==> config.mk <==
export PLATFORM = sky130hd
export DESIGN_NAME = syscall_string_printer
export DESIGN_NICKNAME = d
export VERILOG_FILES = /design/src/rtl/syscall_pkg.sv /design/src/rtl/byte_lane_sel.sv /design/src/rtl/syscall_string_printer.sv
export SDC_FILE = /design/constraint.sdc
export NUM_CORES = 1
export LEC_CHECK = 0
export ABC_AREA = 1
export CAP_MARGIN = 10
export CORE_MARGIN = 5
export CORE_UTILIZATION = 45
export CTS_CLUSTER_SIZE = 25
export DETAILED_ROUTE_END_ITERATION = 10
export DONT_BUFFER_PORTS = 1
export GPL_TIMING_DRIVEN = 0
export PLACE_DENSITY = 0.62
export SLEW_MARGIN = 20
export SYNTH_ARGS = -nofsm -noshare
export SYNTH_HDL_FRONTEND = slang
export SYNTH_SLANG_ARGS = --single-unit
==> constraint.sdc <==
create_clock -name clk -period 2.9 [get_ports clk]
set_input_delay 0.29 -clock clk [delete_from_list [all_inputs] [get_ports clk]]
set_output_delay 0.29 -clock clk [all_outputs]
set_load 0.005 [all_outputs]
==> src/rtl/syscall_pkg.sv <==
// Shared types and constants for the print-string syscall service block.
package syscall_pkg;

  localparam logic [31:0] SYSCALL_PRINT_STRING = 32'd4;
  localparam logic [7:0]  CHAR_NUL             = 8'h00;

  typedef enum logic [2:0] {
    ST_IDLE,
    ST_READ,
    ST_WAIT,
    ST_EMIT,
    ST_DONE
  } state_e;

endpackage

==> src/rtl/byte_lane_sel.sv <==
// Big-endian byte lane select: lane 0 is the most significant byte of the word.
module byte_lane_sel (
  input  logic [31:0] word_i,
  input  logic [1:0]  lane_i,
  output logic [7:0]  byte_o
);

  always_comb begin
    byte_o = word_i[31:24];
    case (lane_i)
      2'd0:    byte_o = word_i[31:24];
      2'd1:    byte_o = word_i[23:16];
      2'd2:    byte_o = word_i[15:8];
      default: byte_o = word_i[7:0];
    endcase
  end

endmodule

==> src/rtl/syscall_string_printer.sv <==
// Print-string syscall engine: fetches a NUL-terminated string word by word
// from data memory and streams its characters to the console sink.
module syscall_string_printer
  import syscall_pkg::*;
#(
  parameter int unsigned MAX_LEN = 256
) (
  input  logic        clk,
  input  logic        rst_n,
  input  logic        syscall_in,
  input  logic        print_string,
  input  logic [31:0] string_index,
  output logic        mem_rd_en,
  output logic [31:0] mem_addr,
  input  logic [31:0] mem_rdata,
  output logic        char_valid,
  output logic [7:0]  char_data,
  input  logic        char_ready,
  output logic        stall,
  output logic        done,
  output logic        truncated
);

  localparam int unsigned     CNT_W   = $clog2(MAX_LEN + 1);
  localparam logic [CNT_W-1:0] CNT_MAX = CNT_W'(MAX_LEN);

  state_e             state_q, state_d;
  logic [31:0]        ptr_q, ptr_d;
  logic [CNT_W-1:0]   cnt_q, cnt_d;
  logic [31:0]        word_q, word_d;
  logic               truncated_q, truncated_d;
  logic [7:0]         cur_byte;
  logic               start;

  byte_lane_sel u_lane_sel (
    .word_i (word_q),
    .lane_i (ptr_q[1:0]),
    .byte_o (cur_byte)
  );

  assign start     = syscall_in & print_string & (state_q == ST_IDLE);
  // Combinational so the syscall is frozen from its very first writeback cycle.
  assign stall     = start | (state_q != ST_IDLE);
  assign truncated = truncated_q;

  always_ff @(posedge clk or negedge rst_n) begin
    if (!rst_n) begin
      state_q     <= ST_IDLE;
      ptr_q       <= '0;
      cnt_q       <= '0;
      word_q      <= '0;
      truncated_q <= 1'b0;
    end else begin
      state_q     <= state_d;
      ptr_q       <= ptr_d;
      cnt_q       <= cnt_d;
      word_q      <= word_d;
      truncated_q <= truncated_d;
    end
  end

  always_comb begin
    state_d     = state_q;
    ptr_d       = ptr_q;
    cnt_d       = cnt_q;
    word_d      = word_q;
    truncated_d = truncated_q;
    mem_rd_en   = 1'b0;
    mem_addr    = '0;
    char_valid  = 1'b0;
    char_data   = '0;
    done        = 1'b0;

    case (state_q)
      ST_IDLE: begin
        if (start) begin
          ptr_d       = string_index;
          cnt_d       = '0;
          truncated_d = 1'b0;
          state_d     = ST_READ;
        end
      end
      ST_READ: begin
        mem_rd_en = 1'b1;
        mem_addr  = {ptr_q[31:2], 2'b00};
        state_d   = ST_WAIT;
      end
      ST_WAIT: begin
        word_d  = mem_rdata;
        state_d = ST_EMIT;
      end
      ST_EMIT: begin
        // The terminating NUL ends the call without being presented to the sink.
        if (cur_byte == CHAR_NUL) begin
          state_d = ST_DONE;
        end else begin
          char_valid = 1'b1;
          char_data  = cur_byte;
          if (char_ready) begin
            ptr_d = ptr_q + 32'd1;
            cnt_d = cnt_q + CNT_W'(1);
            if (cnt_d == CNT_MAX) begin
              truncated_d = 1'b1;
              state_d     = ST_DONE;
            end else if (ptr_d[1:0] == 2'b00) begin
              state_d = ST_READ;
            end
          end
        end
      end
      ST_DONE: begin
        done    = 1'b1;
        state_d = ST_IDLE;
      end
      default: state_d = ST_IDLE;
    endcase
  end

endmodule

==> results of run 1 <==
## final cells by class
| type | count | share of cell area (%) |
|---|---|---|
| multi-input cells | 546 | 49.3 |
| inverters | 62 | 4.17 |
| repair buffers | 2 | 0.672 |
| clock inverters | 6 | 0.964 |
| plain buffers | 28 | 3.09 |
| clock buffers | 10 | 4.10 |
| well taps | 140 | 3.14 |
| flip-flops and latches | 77 | 34.5 |
## power by group through the flow
stage | clock network (uW) | logic [uW] | registers (uW)
detailed placement | 0 | 3270 | 1990
CTS | 1120 | 3310 | 1980
global placement | 0 | 3190 | 1980
finish | 1110 | 3280 | 1990
floorplan | 0 | 2520 | 1870
global route | 1180 | 3660 | 2050
## registers in the layout (all words and copies together), names as in the netlist
register	count
ptr_q	32
cnt_q	9
word_q	32
truncated	1
state_q	3
## stage by stage
stage,utilization [%],cells
2_1_floorplan,-,713
3_3_place_gp,48.1,853
3_5_place_dp,48.1,853
4_1_cts,51.0,871
5_1_grt,51.1,871
6_report,51.1,871
## placed cells by master, fill, tap and decap left out, types with 2 or more instances in the layout
cell type	Yosys	layout
buf_2	3	3
nor3_1	7	7
conb_1	1	2
o31ai_1	2	2
o21ai_1	27	27
a21boi_0	8	8
mux2i_1	8	8
clkbuf_1	15	16
or2_1	7	7
nand4_1	5	5
clkinv_4	0	2
ha_1	6	6
clkbuf_16	0	9
a21oi_1	6	6
mux2_2	32	32
buf_4	3	3
nand3_1	42	42
xor2_1	13	13
buf_6	7	7
dfrtp_1	77	76
o21ai_2	9	9
inv_1	60	60
o21ai_0	7	7
nand2_2	11	11
inv_6	0	2
nor2_1	109	109
nand2_1	238	238
## cells by family after synthesis
| group | Yosys count | share of synthesized area, % |
|---|---|---|
| simple gates | 422 | 34.0 |
| compound gates | 62 | 7.46 |
| mux | 40 | 8.67 |
| buf+inv | 90 | 7.98 |
| xor+xnor | 14 | 2.41 |
| other cells | 1 | 0.0738 |
| fa+ha+maj | 6 | 1.48 |
| flops | 77 | 37.9 |
## per-layer routing
metal	vias to the layer above	global-route usage (%)
met3	22	6.63
met4	0	8.43
met1	2162	30.6
met5	-	0
li1	2267	-
met2	170	34.3
## worst max-delay path by stage
stage / endpoint / slack, ns / cells after the start
after floorplan: ptr_q[17] / 0.87 / 14
final: char_valid / 0.26 / 11
after detailed placement: ptr_q[22] / 0.27 / 14
after global routing: char_valid / 0.09 / 11
after CTS: char_valid / 0.14 / 11
after global placement: ptr_q[31] / 0.33 / 14
## worst max-delay path, cell delays in order (launching register included)
cell and delay, ns:
dfrtp_2 0.47, inv_1 0.12, ha_1 0.21, clkbuf_1 0.23, nand2_1 0.11, nand2_1 0.06, o21ai_1 0.17, nand2_1 0.08
nor2_1 0.21, nand2_2 0.14, nand2_2 0.13, inv_1 0.08
## timing repair
item / in CTS / in global routing
endpoints found under the setup margin: 0 / 1
resized for setup: 0 / 1
hold buffers: 2 / 0
endpoints found under the hold margin: 77 / 0
==> impl_metrics.tcl, run 1 <==
set metrics [dict create \
    synth_edf_count 0 \
    reg2reg_from "ptr_q[0]" \
    n_fill_cell 1105 \
    peakVddDrop_mv 0.471 \
    drt_pass1_iterations 7 \
    top_layer "met4" \
    fin_nets 801 \
    worst_pin_slew_ns 0.713 \
    cts_tree "built" \
    start_util_pct 46.5 \
    num_vias 4621 \
    hold_class "in2reg" \
    timing.final.ws_setup_ns 0.258 \
    wl_per_cell_um 16.8 \
    core_um2 10900 \
    area_growth_pct 9.85 \
    pwr-share-comb_pct 51.5 \
    ys_ff_latch 77 \
    ios 114 \
    grt_pass1_vias 4404 \
    synth-main-ff-cell "dfrtp_1" \
    maxCapViolCount 0 \
    cts_inserted_buffers 9 \
    drive_gt1_share_pct 11.8 \
    power_frac_seq_pct 31.2 \
    power.total_uw 6370 \
    ys.warnings.count 0 \
    postLayoutCellArea_um2 5580 \
    critPathKind "reg2out" \
    rr_endpoint "ptr_q[20]" \
    leakagePower_uw 0.00263 \
    ys_types 33 \
    die_area_um2 13500 \
    die_y_um 116 \
    post-route-period-util_pct 91.1 \
    hold_violations 0 \
    hpwlAfterDp_um 11100 \
    worst_r2r_path_depth 14 \
    antenna_found_initial 0 \
    fmax_mhz 379 \
    critPathMaxFanout 9 \
    switching_share_pct 47.0 \
    relSlewSlack_pct 52.5 \
    grt_usage_pct 22.6 \
    grt_max_degree 78 \
    regArea_um2 1930 \
    multi_input_area_um2 2750 \
    min_path_cells 1 \
    crit_arrival_ns 2.35 \
    cts.sinks 77 \
    place_area_um2 5260 \
    timing.setup.tns_ns 0 \
    cp_data_required_time_ns 2.61 \
    numPortBuffers 0 \
    p_per_area_nw_per_um2 1140 \
    num_antenna_cells 0 \
    h-tree-depth 3 \
    drcViolationCount 0 \
    synth_top_area_share_pct 37.9 \
    synth-seq-area-share_pct 37.9 \
    worstSetupStartpoint "ptr_q[0]" \
    post_cts_buffers 0 \
    startpoint_type "register" \
    wl_met2_um 6420 \
    synth_commonest_cells "238 x nand2_1, 109 x nor2_1, 77 x dfrtp_1" \
    outcome "complete, no violations" \
    pre_cts_slack_ns 0.268 \
    cp-end-kind "primary output" \
    rsz0062_at_grt "false" \
    grt_overflow 0 \
    clkPwrFrac_pct 17.3 \
    slew_viol_final 0 \
    placementRows 38 \
    gp_congestion 0.944 \
    ant_nets 0 \
    setup_viol_count_final 0 \
    ys_top_cells_by_area "dfrtp_1 38%, nand2_1 18%, nor2_1 8.1%" \
    wl_um 14700 \
    p_sw_uw 3000 \
    clock_latency_ns 0.35 \
    worstHoldStart "mem_rdata[0]" \
    die_x_um 116 \
    yosysMostFrequentCell "nand2_1" \
    ff2ff_setup_slack_ns 0.35 \
    whs_ns 0.0819 \
    p_int_uw 3380 \
    root_buffer "clkbuf_16" \
    wl_met1_um 6670 \
    cts_max_path_buffers 2 \
    avgViaCountPerCell 5.31 \
    grt_pass1_wl_um 23300 \
    wl_met3_um 1250 \
    min_to "word_q[0]" \
    drt-initial-drc-count 385 \
    synth.avg_cell_area_um2 7.14 \
    netlist_instances 712 \
    synthesis.area_um2 5080 \
    ys_async_sr_fraction_pct 100 \
    fin_skew_ns 0.00724 \
    min_period_ns 2.64 \
    yosys.area.top_type "dfrtp_1" \
    clkTransAtPathRegs_ns 0.07 \
]
Note: power is estimated with default switching activity, not from simulation.
==> run 2, diff against run 1 <==
--- a/config.mk
+++ b/config.mk
@@ -8,12 +8,12 @@
 export ABC_AREA = 1
 export CAP_MARGIN = 10
 export CORE_MARGIN = 5
-export CORE_UTILIZATION = 45
+export CORE_UTILIZATION = 54
 export CTS_CLUSTER_SIZE = 25
 export DETAILED_ROUTE_END_ITERATION = 10
 export DONT_BUFFER_PORTS = 1
 export GPL_TIMING_DRIVEN = 0
-export PLACE_DENSITY = 0.62
+export PLACE_DENSITY = 0.71
 export SLEW_MARGIN = 20
 export SYNTH_ARGS = -nofsm -noshare
 export SYNTH_HDL_FRONTEND = slang
==> run 2 against run 1 <==
Effect of this change: hold slack lost 0.017 ns; highest routed layer unchanged; setup slack lost 0.0019 ns; via count shrank 0.17%.
==> impl_metrics.tcl, run 2 (synthesis gave the netlist of run 1 again) <==
set metrics [dict create \
    cp_data_required_time_ns 2.61 \
    grt_use_met2_pct 41.8 \
    wl_um 14200 \
    post_cts_resized 0 \
    drive_gt1_share_pct 11.8 \
    peakVddDrop_mv 0.543 \
    die_y_um 107 \
    slowest_delay_ns 0.53 \
    cp-end-kind "primary output" \
    hpwlAfterDp_um 10700 \
    grtUsageMet3_pct 7.16 \
    fin_skew_ns 0.0142 \
    drcViolationCount 0 \
    core_um2 9200 \
    fmax_mhz 378 \
    postLayoutCellArea_um2 5470 \
    crit_cells 11 \
    placementRows 35 \
    path_cells "inv_1, ha_1, clkbuf_1, nand2_1, nand2_1, o21ai_1, nand2_1, nor2_1, nand2_2, nand2_2, inv_1" \
    fin_nets 801 \
    start_util_pct 55.3 \
    avgViaCountPerCell 5.48 \
    critPathMaxFanout 9 \
    root_buffer "clkbuf_8" \
    grt_max_degree 78 \
    timing.setup.tns_ns 0 \
    grt_overflow 0 \
    grt_pass1_wl_um 23100 \
    ios 114 \
    final_cell_mix "238 x nand2_1, 109 x nor2_1, 77 x dfrtp_1" \
    crit_arrival_ns 2.35 \
    maxCapViolCount 0 \
    regArea_um2 1930 \
    leakagePower_uw 0.00260 \
    min_period_ns 2.64 \
    multi_input_area_um2 2750 \
    h-tree-depth 3 \
    grtUsageMet1_pct 34.8 \
    top_usage_layer "met2" \
    critPathKind "reg2out" \
    cts_inserted_buffers 9 \
    slew_viol_final 0 \
    largestRegisters "ptr_q: 32 flops, word_q: 32 flops, cnt_q: 9 flops" \
    num_antenna_cells 0 \
    post-route-period-util_pct 91.2 \
    worst_r2r_path_depth 14 \
    num_vias 4613 \
    cp_num_buf_inv 3 \
    antenna_found_initial 0 \
    cp_common_cell "nand2_1" \
    worst_pin_slew_ns 0.745 \
    cts.sinks 77 \
    die_area_um2 11500 \
    die_x_um 107 \
    hold_class "in2reg" \
    numPortBuffers 0 \
    p_per_area_nw_per_um2 1120 \
    min_path_cells 1 \
    drt_pass1_iterations 5 \
    setup_viol_count_final 0 \
    rsz0062_at_grt "false" \
    area_growth_pct 7.58 \
    hold_violations 0 \
    place_area_um2 5230 \
    final_common_cell "nand2_1" \
    n_fill_cell 885 \
    grt_pass1_vias 4588 \
    ant_nets 0 \
    outcome "complete, no violations" \
    clkTransAtPathRegs_ns 0.11 \
    dp_cells 824 \
    slowest_stage "dfrtp_1" \
    cts_max_path_buffers 2 \
    finalNonFillerCells 842 \
    startpoint_type "register" \
    drt-initial-drc-count 333 \
    gp_congestion 0.948 \
    cts_tree "built" \
    crit_family "simple AND/OR/NAND/NOR gates" \
    wl_per_cell_um 16.9 \
    grt_usage_pct 25.8 \
    clock_latency_ns 0.37 \
    relSlewSlack_pct 50.3 \
]
==> run 2: changes by cell type in the layout (fill, tap and decap cells not counted), sizes merged <==
cell and change:
clkbuf -1, clkinvlp -1, inv +2
==> run 2: area by class of cell <==
type / count / area share (%)
clock inverter: 7 / 1.49
buffer: 28 / 3.16
multi-input combinational: 546 / 50.4
timing repair buffer: 2 / 0.686
clock buffer: 9 / 2.27
tap: 111 / 2.54
sequential: 77 / 35.2
inverter: 62 / 4.26
==> run 2: final timing paths <==
| path | start | end | slack, ns |
|---|---|---|---|
| setup / recovery | ptr_q[0] | char_valid | 0.26 |
| hold / removal | mem_rdata[28] | word_q[28] | 0.06 |
| setup reg to reg | ptr_q[0] | ptr_q[28] | 0.36 |
| hold reg to reg | word_q[0] | word_q[0] | 0.51 |
| max in group asynchronous | rst_n | ptr_q[5] | 2.09 |
| min in group asynchronous | rst_n | word_q[22] | 0.48 |
==> run 2: power by group <==
part	internal (uW)	switching, uW
clock	347	510
combinational	1220	2060
sequential	1550	431
==> run 2: layer usage <==
layer | part of all wire (%) | wire length, um | vias to the layer above
met4 | 1.0 | 142 | 0
met2 | 47 | 6640 | 179
met3 | 7.7 | 1090 | 18
met5 | 0 | 0 | -
met1 | 45 | 6360 | 2148
li1 | - | - | 2268
==> run 2: stage by stage <==
step | worst slack [ns] | hold WS, ns | utilization (%) | power (uW)
floorplan | 0.873 | -0.00559 | - | 4400
global placement | 0.386 | -0.00206 | 56.8 | 5120
detailed placement | 0.361 | -0.00232 | 56.8 | 5240
CTS | 0.217 | 0.0518 | 59.5 | 6130
global route | 0.0303 | 0.0367 | 59.5 | 6650
finish | 0.256 | 0.0649 | 59.5 | 6130
==> run 2: timing repair <==
item                       CTS  global route
hold buffers                 2             0
setup buffers                0             0
setup endpoints to repair    0             0
hold endpoints to repair    77             0
==> run 3, diff against run 2 <==
--- a/config.mk
+++ b/config.mk
@@ -8,12 +8,12 @@
 export ABC_AREA = 1
 export CAP_MARGIN = 10
 export CORE_MARGIN = 5
-export CORE_UTILIZATION = 54
+export CORE_UTILIZATION = 63
 export CTS_CLUSTER_SIZE = 25
 export DETAILED_ROUTE_END_ITERATION = 10
 export DONT_BUFFER_PORTS = 1
 export GPL_TIMING_DRIVEN = 0
-export PLACE_DENSITY = 0.71
+export PLACE_DENSITY = 0.81
 export SLEW_MARGIN = 20
 export SYNTH_ARGS = -nofsm -noshare
 export SYNTH_HDL_FRONTEND = slang
==> run 3 against run 2 <==
Effect of this change: sequential cell count did not move; clock skew is 0.0052 ns lower; non-clock buffer count unchanged; sequential power about the same; core utilization is 10 points higher; sequential share of layout area increased by 0.11 points; largest cell class unchanged; highest routed layer unchanged.
==> impl_metrics.tcl, run 3 (synthesis gave the netlist of run 1 again) <==
set metrics [dict create \
    worstSetupStartpoint "ptr_q[0]" \
    cp-end-kind "primary output" \
    cts_inserted_buffers 9 \
    fin_nets 801 \
    critPathKind "reg2out" \
    worst_r2r_path_depth 14 \
    post_cts_resized 0 \
    drt-initial-drc-count 319 \
    relSlewSlack_pct 49.8 \
    avgViaCountPerCell 5.66 \
    clock_latency_ns 0.36 \
    wl_um 14300 \
    min_path_cells 1 \
    placementRows 32 \
    wl_per_cell_um 17.2 \
    hpwlAfterDp_um 10800 \
    critPathMaxFanout 9 \
    final_cell_mix "238 x nand2_1, 109 x nor2_1, 77 x dfrtp_1" \
    drcViolationCount 0 \
    ff2ff_setup_slack_ns 0.32 \
    slew_viol_final 0 \
    worst_pin_slew_ns 0.753 \
    h-tree-depth 3 \
    cp_data_required_time_ns 2.61 \
    cts.sinks 77 \
    grt_pass1_vias 4489 \
    largestRegisters "ptr_q: 32 flops, word_q: 32 flops, cnt_q: 9 flops" \
    setup_viol_count_final 0 \
    cts_hold_buf 2 \
    die_area_um2 9960 \
    min_to "word_q[18]" \
    start_util_pct 65.1 \
    grt_max_degree 78 \
    worstHoldStart "mem_rdata[18]" \
    peakVddDrop_mv 0.592 \
    reg2reg_from "ptr_q[0]" \
    post-route-period-util_pct 92.3 \
    fin_skew_ns 0.00901 \
    ios 114 \
    numPortBuffers 0 \
    grt_usage_pct 28.8 \
    core_um2 7810 \
    hold_violations 0 \
    num_vias 4711 \
    clkTransAtPathRegs_ns 0.10 \
    cts_max_path_buffers 2 \
    outcome "complete, no violations" \
    drive_gt1_share_pct 11.8 \
    final_common_cell "nand2_1" \
    min_period_ns 2.68 \
    gp_congestion 1.01 \
    grt_overflow 0 \
    hold_class "in2reg" \
    fmax_mhz 374 \
    crit_arrival_ns 2.39 \
    rsz0062_at_grt "false" \
    cts_tree "built" \
    maxCapViolCount 0 \
    rr_endpoint "ptr_q[20]" \
    root_buffer "clkbuf_8" \
    startpoint_type "register" \
    p_per_area_nw_per_um2 1130 \
    antenna_found_initial 0 \
    post_cts_buffers 0 \
    postLayoutCoreUtil_pct 69.8 \
    timing.setup.tns_ns 0 \
    grt_pass1_wl_um 22700 \
    num_antenna_cells 0 \
    drt_pass1_iterations 5 \
    die_y_um 99.8 \
    area_growth_pct 7.24 \
    die_x_um 99.8 \
    ant_nets 0 \
    leakagePower_uw 0.00259 \
]
run 3: worst max path at each step:
| stage | end | slack (ns) | cells past startpoint |
|---|---|---|---|
| 2_1_floorplan | ptr_q[17] | 0.87 | 14 |
| 3_3_place_gp | ptr_q[28] | 0.42 | 14 |
| 3_5_place_dp | ptr_q[20] | 0.34 | 14 |
| 4_1_cts | char_valid | 0.22 | 11 |
| 5_1_grt | char_valid | 0.04 | 11 |
| 6_report | char_valid | 0.22 | 11 |
run 3: power breakdown:
part | leakage [uW] | internal (uW) | total [uW] | switching (uW)
Sequential | 0.000950 | 1550 | 1990 | 439
Combinational | 0.00154 | 1220 | 3300 | 2080
Clock | 0.0000990 | 342 | 840 | 498
Total | 0.00259 | 3120 | 6140 | 3020
run 3: cell type report:
class / count / area, um^2
plain buffers: 28 / 173
clock buffers: 9 / 124
clock inverters: 7 / 75.1
fillers: 689 / 2360
inverters: 62 / 233
multi-input cells: 546 / 2750
flip-flops and latches: 77 / 1930
well taps: 102 / 128
repair buffers: 2 / 37.5
run 3: routing by layer:
metal / wire length, um / vias up / track usage [%]
met5: 0 / - / 0
met4: 228 / 0 / 7.88
met3: 1420 / 21 / 7.30
met2: 6400 / 215 / 44.3
met1: 6240 / 2191 / 40.5
li1: - / 2284 / -
run 3: stage by stage:
stage,power [uW],std cells,instance area [um^2],setup WS [ns],hold WS (ns)
2_1_floorplan,4400,713,5090,0.873,-0.00559
3_3_place_gp,5090,815,5210,0.424,-0.00331
3_5_place_dp,5230,815,5210,0.343,-0.00341
4_1_cts,6100,833,5450,0.215,0.0633
5_1_grt,6590,833,5450,0.0362,0.0539
6_report,6140,833,5450,0.223,0.0697
run 3: critical path, stage by stage (launching register included):
cell	delay (ns)
dfrtp_1	0.55
inv_1	0.15
ha_1	0.22
clkbuf_1	0.21
nand2_1	0.10
nand2_1	0.05
o21ai_1	0.18
nand2_1	0.07
nor2_1	0.16
nand2_2	0.13
nand2_2	0.12
inv_1	0.07
